==> config.mk <==
export PLATFORM = sky130hd
export DESIGN_NAME = instr_encoder_flat
export DESIGN_NICKNAME = d
export VERILOG_FILES = /design/src/rtl/instr_encoder_if.sv /design/src/rtl/instr_encoder.sv /design/src/flat_wrapper.sv
export SDC_FILE = /design/constraint.sdc
export NUM_CORES = 1
export LEC_CHECK = 0
export ABC_AREA = 1
export CAP_MARGIN = 20
export CORE_MARGIN = 5
export CORE_UTILIZATION = 60
export DETAILED_ROUTE_END_ITERATION = 6
export PLACE_DENSITY = 0.95
export SYNTH_ARGS = -nofsm -noshare
export SYNTH_HDL_FRONTEND = slang
export SYNTH_SLANG_ARGS = --single-unit
==> constraint.sdc <==
create_clock -name clk -period 4.7 [get_ports clk]
set_clock_uncertainty 0.05 [all_clocks]
set_input_delay 0.47 -clock clk [delete_from_list [all_inputs] [get_ports clk]]
set_output_delay 0.47 -clock clk [all_outputs]
set_load 0.01 [all_outputs]
==> src/rtl/instr_encoder_if.sv <==
// Request and instruction-memory write-port bundle for instr_encoder.
// slave is the encoder's view; master is the loader/memory side.
interface instr_encoder_if #(
    parameter int ADDR_W = 6
);
    logic              in_valid;
    logic              in_ready;
    logic [1:0]        in_kind;
    logic [2:0]        in_alucontrol;
    logic              in_store;
    logic [4:0]        in_rs;
    logic [4:0]        in_rt;
    logic [4:0]        in_rd;
    logic [15:0]       in_imm;
    logic              we;
    logic [ADDR_W-1:0] wa;
    logic [31:0]       wd;
    logic              wr_ack;

    modport master (
        output in_valid, in_kind, in_alucontrol, in_store, in_rs, in_rt, in_rd, in_imm,
        input  in_ready,
        input  we, wa, wd,
        output wr_ack
    );

    modport slave (
        input  in_valid, in_kind, in_alucontrol, in_store, in_rs, in_rt, in_rd, in_imm,
        output in_ready,
        output we, wa, wd,
        input  wr_ack
    );
endinterface

==> src/rtl/instr_encoder.sv <==
// Encodes alucontrol-level requests into MIPS words and streams them through a
// small FIFO into the instruction-memory write port.
module instr_encoder #(
    parameter int DEPTH     = 4,
    parameter int ADDR_W    = 6,
    parameter int BASE_ADDR = 0
) (
    input  logic                clk,
    input  logic                reset,
    input  logic                clear,
    instr_encoder_if.slave      bus,
    output logic                err,
    output logic                wrapped
);
    localparam int PTR_W = $clog2(DEPTH);
    localparam int CNT_W = PTR_W + 1;
    localparam logic [ADDR_W-1:0] BASE_WA  = ADDR_W'(BASE_ADDR);
    localparam logic [ADDR_W-1:0] LAST_WA  = {ADDR_W{1'b1}};
    localparam logic [CNT_W-1:0]  FULL_CNT = CNT_W'(DEPTH);

    // Returns {legal, word}; the word is meaningless when legal is 0.
    function automatic logic [32:0] encode(
        input logic [1:0]  kind,
        input logic [2:0]  alu,
        input logic        st,
        input logic [4:0]  rs,
        input logic [4:0]  rt,
        input logic [4:0]  rd,
        input logic [15:0] imm
    );
        logic [5:0] op;
        logic [5:0] funct;
        logic       ok;
        op    = 6'b000000;
        funct = 6'b000000;
        ok    = 1'b1;
        case (kind)
            2'b00: begin
                case (alu)
                    3'b010:  funct = 6'b100000;
                    3'b110:  funct = 6'b100010;
                    3'b000:  funct = 6'b100100;
                    3'b001:  funct = 6'b100101;
                    3'b111:  funct = 6'b101010;
                    default: ok = 1'b0;
                endcase
            end
            2'b01: begin
                op = st ? 6'b101011 : 6'b100011;
                ok = (alu == 3'b010);
            end
            2'b10: begin
                op = 6'b000100;
                ok = (alu == 3'b110);
            end
            2'b11: begin
                case (alu)
                    3'b010:  op = 6'b001000;
                    3'b001:  op = 6'b001101;
                    default: ok = 1'b0;
                endcase
            end
            default: ok = 1'b0;
        endcase
        if (kind == 2'b00) begin
            return {ok, op, rs, rt, rd, 5'b00000, funct};
        end else begin
            return {ok, op, rs, rt, imm};
        end
    endfunction

    logic [31:0]       mem_q [DEPTH];
    logic [31:0]       mem_d [DEPTH];
    logic [PTR_W-1:0]  wr_ptr_q, wr_ptr_d, rd_ptr_q, rd_ptr_d;
    logic [CNT_W-1:0]  count_q, count_d;
    logic [ADDR_W-1:0] wa_q, wa_d;
    logic              err_q, err_d, wrapped_q, wrapped_d;
    logic [32:0]       enc_s;
    logic              full_s, empty_s, accept_s, push_s, pop_s;

    // Handshake, encoding and output view of the registered FIFO head.
    always_comb begin
        enc_s        = encode(bus.in_kind, bus.in_alucontrol, bus.in_store,
                              bus.in_rs, bus.in_rt, bus.in_rd, bus.in_imm);
        full_s       = (count_q == FULL_CNT);
        empty_s      = (count_q == {CNT_W{1'b0}});
        bus.in_ready = reset & ~full_s & ~clear;
        accept_s     = bus.in_valid & bus.in_ready;
        push_s       = accept_s & enc_s[32];
        pop_s        = ~empty_s & bus.wr_ack & ~clear;
        bus.we       = ~empty_s;
        bus.wd       = empty_s ? 32'h0000_0000 : mem_q[rd_ptr_q];
        bus.wa       = wa_q;
        err          = err_q;
        wrapped      = wrapped_q;
    end

    // Next-state: clear overrides push, pop and the sticky flags.
    always_comb begin
        mem_d     = mem_q;
        wr_ptr_d  = wr_ptr_q;
        rd_ptr_d  = rd_ptr_q;
        count_d   = count_q;
        wa_d      = wa_q;
        err_d     = err_q;
        wrapped_d = wrapped_q;
        if (clear) begin
            wr_ptr_d  = {PTR_W{1'b0}};
            rd_ptr_d  = {PTR_W{1'b0}};
            count_d   = {CNT_W{1'b0}};
            wa_d      = BASE_WA;
            err_d     = 1'b0;
            wrapped_d = 1'b0;
        end else begin
            if (push_s) begin
                mem_d[wr_ptr_q] = enc_s[31:0];
                wr_ptr_d        = wr_ptr_q + PTR_W'(1'b1);
            end else begin
                wr_ptr_d = wr_ptr_q;
            end
            if (pop_s) begin
                rd_ptr_d  = rd_ptr_q + PTR_W'(1'b1);
                wa_d      = wa_q + ADDR_W'(1'b1);
                wrapped_d = wrapped_q | (wa_q == LAST_WA);
            end else begin
                rd_ptr_d = rd_ptr_q;
            end
            case ({push_s, pop_s})
                2'b10:   count_d = count_q + CNT_W'(1'b1);
                2'b01:   count_d = count_q - CNT_W'(1'b1);
                default: count_d = count_q;
            endcase
            err_d = err_q | (accept_s & ~enc_s[32]);
        end
    end

    // State registers; asynchronous reset discards any buffered words.
    always_ff @(posedge clk or negedge reset) begin
        if (!reset) begin
            for (int i = 0; i < DEPTH; i++) begin
                mem_q[i] <= 32'h0000_0000;
            end
            wr_ptr_q  <= {PTR_W{1'b0}};
            rd_ptr_q  <= {PTR_W{1'b0}};
            count_q   <= {CNT_W{1'b0}};
            wa_q      <= BASE_WA;
            err_q     <= 1'b0;
            wrapped_q <= 1'b0;
        end else begin
            mem_q     <= mem_d;
            wr_ptr_q  <= wr_ptr_d;
            rd_ptr_q  <= rd_ptr_d;
            count_q   <= count_d;
            wa_q      <= wa_d;
            err_q     <= err_d;
            wrapped_q <= wrapped_d;
        end
    end
endmodule

==> src/flat_wrapper.sv <==
// flat-port wrapper written by rule: the top's interface ports become plain ports
module instr_encoder_flat 
#(
    parameter int DEPTH     = 4,
    parameter int ADDR_W    = 6,
    parameter int BASE_ADDR = 0
)
  (clk, reset, clear, err, wrapped, bus_in_valid, bus_in_kind, bus_in_alucontrol, bus_in_store, bus_in_rs, bus_in_rt, bus_in_rd, bus_in_imm, bus_in_ready, bus_we, bus_wa, bus_wd, bus_wr_ack);
  instr_encoder_if #(.ADDR_W(ADDR_W)) bus_i ();
  input  logic clk;
  input  logic reset;
  input  logic clear;
  output logic err;
  output logic wrapped;
  input wire logic [$bits(bus_i.in_valid)-1:0] bus_in_valid;
  input wire logic [$bits(bus_i.in_kind)-1:0] bus_in_kind;
  input wire logic [$bits(bus_i.in_alucontrol)-1:0] bus_in_alucontrol;
  input wire logic [$bits(bus_i.in_store)-1:0] bus_in_store;
  input wire logic [$bits(bus_i.in_rs)-1:0] bus_in_rs;
  input wire logic [$bits(bus_i.in_rt)-1:0] bus_in_rt;
  input wire logic [$bits(bus_i.in_rd)-1:0] bus_in_rd;
  input wire logic [$bits(bus_i.in_imm)-1:0] bus_in_imm;
  output wire logic [$bits(bus_i.in_ready)-1:0] bus_in_ready;
  output wire logic [$bits(bus_i.we)-1:0] bus_we;
  output wire logic [$bits(bus_i.wa)-1:0] bus_wa;
  output wire logic [$bits(bus_i.wd)-1:0] bus_wd;
  input wire logic [$bits(bus_i.wr_ack)-1:0] bus_wr_ack;
  assign bus_i.in_valid = bus_in_valid;
  assign bus_i.in_kind = bus_in_kind;
  assign bus_i.in_alucontrol = bus_in_alucontrol;
  assign bus_i.in_store = bus_in_store;
  assign bus_i.in_rs = bus_in_rs;
  assign bus_i.in_rt = bus_in_rt;
  assign bus_i.in_rd = bus_in_rd;
  assign bus_i.in_imm = bus_in_imm;
  assign bus_in_ready = bus_i.in_ready;
  assign bus_we = bus_i.we;
  assign bus_wa = bus_i.wa;
  assign bus_wd = bus_i.wd;
  assign bus_i.wr_ack = bus_wr_ack;
  instr_encoder #(.DEPTH(DEPTH), .ADDR_W(ADDR_W), .BASE_ADDR(BASE_ADDR)) u_core (.clk(clk), .reset(reset), .clear(clear), .bus(bus_i), .err(err), .wrapped(wrapped));
endmodule
==> results.sh <==
export IMPL_status="complete, but fails checks"
export IMPL_violations="design-rule violations"
export IMPL_synth_xor_xnor_area_share_pct=0.2659
export IMPL_max_slew_margin_pct=46.92
export IMPL_vias=6240
export IMPL_firstDrtPassIters=7
export IMPL_drive_above_1_share_pct=8.315
export IMPL_synth_area_leaders="dfrtp_1 (51%), nand2_1 (13%), o21ai_0 (10%)"
export IMPL_async_flop_share_pct=100.0
export IMPL_multi_input_area_um2=2651
export IMPL_synth_nets=877
export IMPL_worst_slack_ns=1.516
export IMPL_routabilityCongestion=0.8761
export IMPL_grt_pass1_wl_mm=29.13
export IMPL_layout_area_seq_um2=3379
export IMPL_grt_overflow=0
export IMPL_synth_warnings=0
export IMPL_setup_tns_ns=0
export IMPL_cts_tree="built"
export IMPL_min_path_type="flip-flop to flip-flop"
export IMPL_start_kind="input port"
export IMPL_dp_slack_ns=1.126
export IMPL_maxCapViolations=0
export IMPL_criticalPathCategory="input port to flip-flop"
export IMPL_synth_top_area_cell="dfrtp_1"
export IMPL_crit_fanout=58
export IMPL_grt_max_degree=80
export IMPL_synthTopCellsByCount="nand2_1 (227), dfrtp_1 (135), o21ai_0 (132), a21oi_1 (74), inv_1 (74)"
export IMPL_rows=38
export IMPL_diodes=0
export IMPL_synth_seq_cells=135
export IMPL_synth_mux_area_share_pct=1.197
export IMPL_clock_sinks=135
export IMPL_clock_fmax_mhz=314.1
export IMPL_fin_nets=939
export IMPL_worstMarginPinSlew_ns=0.7933
export IMPL_synth_top_cell_area_share_pct=51.28
export IMPL_syn_inst=827
export IMPL_htreeDepth=4
export IMPL_yosys_area_share_simple_pct=19.09
export IMPL_yosysUniqueCellTypes=30
export IMPL_critical_path_arrival_ns=3.59
export IMPL_synth_fa_ha_area_share_pct=1.633
export IMPL_period_needed_ns=3.184
export IMPL_clkLatencyLatePin_ns=0.53
export IMPL_cellPowerDensity_nw_per_um2=369.1
export IMPL_syn_area_per_cell_um2=7.966
export IMPL_finalCritPeriodShare_pct=67.75
export IMPL_post_route_util_pct=74.51
export IMPL_slew_violations=0
export IMPL_synth_ff_type="dfrtp_1"
export IMPL_finalWirelength_mm=18.38
export IMPL_dp_hpwl_mm=10.26
export IMPL_required_ns=5.11
export IMPL_cts_made_buffers=17
export IMPL_drt_vias_per_instance=5.988
export IMPL_setup_viol=0
export IMPL_ant_nets=0
export IMPL_dieWidth_um=114.8
export IMPL_p_leak_uw=0.003904
export IMPL_clock_path_buffers=2
export IMPL_initial_core_util_pct=61.04
export IMPL_clk_pin_slew_ns=0.06
export IMPL_postCtsSetupBuffers=0
export IMPL_post_cts_resized=0
export IMPL_fp_dieH_um=114.8
export IMPL_rsz0062_at_grt="no"
export IMPL_synth_most_common_cell="nand2_1"
export IMPL_cts_root_buf="clkbuf_8"
export IMPL_wl_per_cell_um=17.64
export IMPL_track_usage_pct=28.14
export IMPL_drt_iter0_drc=854
export IMPL_post_synth_instance_area_um2=6588
export IMPL_antenna_found_initial=0
export IMPL_io_buffers=82
export IMPL_finalHoldViolCount=0
export IMPL_fillerInstances=728
export IMPL_io_pins=84
export IMPL_synth_top_family_by_area="simple AND/OR/NAND/NOR gates"
export IMPL_ctsHoldBuffers=1
export IMPL_synth_compound_area_share_pct=17.93
export IMPL_peakVddDrop_mv=0.2917
export IMPL_cp_end_kind="flip-flop"
export IMPL_coreArea_um2=10790
export IMPL_grt_pass1_vias=5985
export IMPL_synth_edf_count=0
export IMPL_area_delta_synth_final_pct=22.07
export IMPL_drc_errors=1
export IMPL_die_area_um2=13170
export IMPL_yosysSeqAreaShare_pct=51.28
-- critical path, cell delays in order --
cell and delay [ns]:
dlygate4sd3_1 0.52, buf_4 0.57, nand3_1 0.31, nor2_2 0.25, nand2_4 0.10, inv_4 0.12, nand2_2 0.47, inv_2 0.52
nand2_1 0.13, nand2_1 0.11
-- cell type report --
| class | count | share of cell area, % |
|---|---|---|
| clock buffer | 19 | 5.368 |
| clock inverter | 13 | 1.805 |
| inverter | 82 | 3.859 |
| multi-input combinational | 562 | 32.97 |
| sequential | 135 | 42.03 |
| tap | 140 | 2.178 |
| timing repair buffer | 91 | 11.79 |
-- registers in the layout (all words and copies together), names as in the netlist --
signal,flops
u_core.rd_ptr_q,2
u_core.count_q,3
u_core.wr_ptr_q,2
u_core.err,1
u_core.wrapped,1
u_core.mem_q,120
u_core.bus.wa,6
-- per-layer routing --
layer,vias up,GRT usage (%),routed length (µm)
li1,2782,-,-
met1,2968,35.37,6816
met2,406,47.38,9173
met3,84,7.211,1727
met4,0,10.25,660
met5,-,0,0
-- logic make-up after synthesis --
family / after synthesis
compound gates: 229
xor+xnor: 2
fa+ha+maj: 8
buf+inv: 130
flops: 135
mux: 7
other cells: 1
simple gates: 315
-- final timing paths --
path	endpoint	cells past startpoint	from	slack, ns
max in group asynchronous	u_core.mem_q[13]	4	reset	3.06
worst max-delay path	u_core.mem_q[10]	10	reset	1.52
worst max register to register	u_core.mem_q[10]	10	u_core.count_q[0]	2.13
worst min register to register	u_core.mem_q[28]	2	u_core.mem_q[28]	0.43
min in group asynchronous	u_core.bus.wa[1]	2	reset	0.48
worst min-delay path	u_core.mem_q[28]	2	u_core.mem_q[28]	0.43
-- report_power, final --
group	total [µW]	switching [µW]	internal, µW
Combinational	336	203	134
Clock	1310	536	775
Sequential	1320	58.4	1260
Total	2970	797	2170
-- cells in the final DEF (no fill, tap or decap), drive strengths merged --
master         count
nor2              58
dfrtp            135
fa                 1
buf                9
clkdlybuf4s50     81
xnor2              2
dlygate4sd3        1
nand4              2
clkinv             4
conb               1
inv               86
clkbuf            19
nand3             17
mux2               7
a31oi              1
ha                 7
clkinvlp           3
nand2            233
nor3               4
a21oi             74
nor3b              1
bufinv             2
o21ai            154
-- per-stage QoR --
step	cells	instance area [µm²]	hold WS (ns)	total power [µW]
after detailed placement	1006	7372	0.4115	1648
after global routing	1042	8041	0.4524	3073
final	1042	8041	0.4298	2968
after floorplan	827	6588	0.1244	1509
after global placement	1006	7372	0.4067	1628
after CTS	1039	7959	0.4270	2953
(Power assumes the default switching activity.)
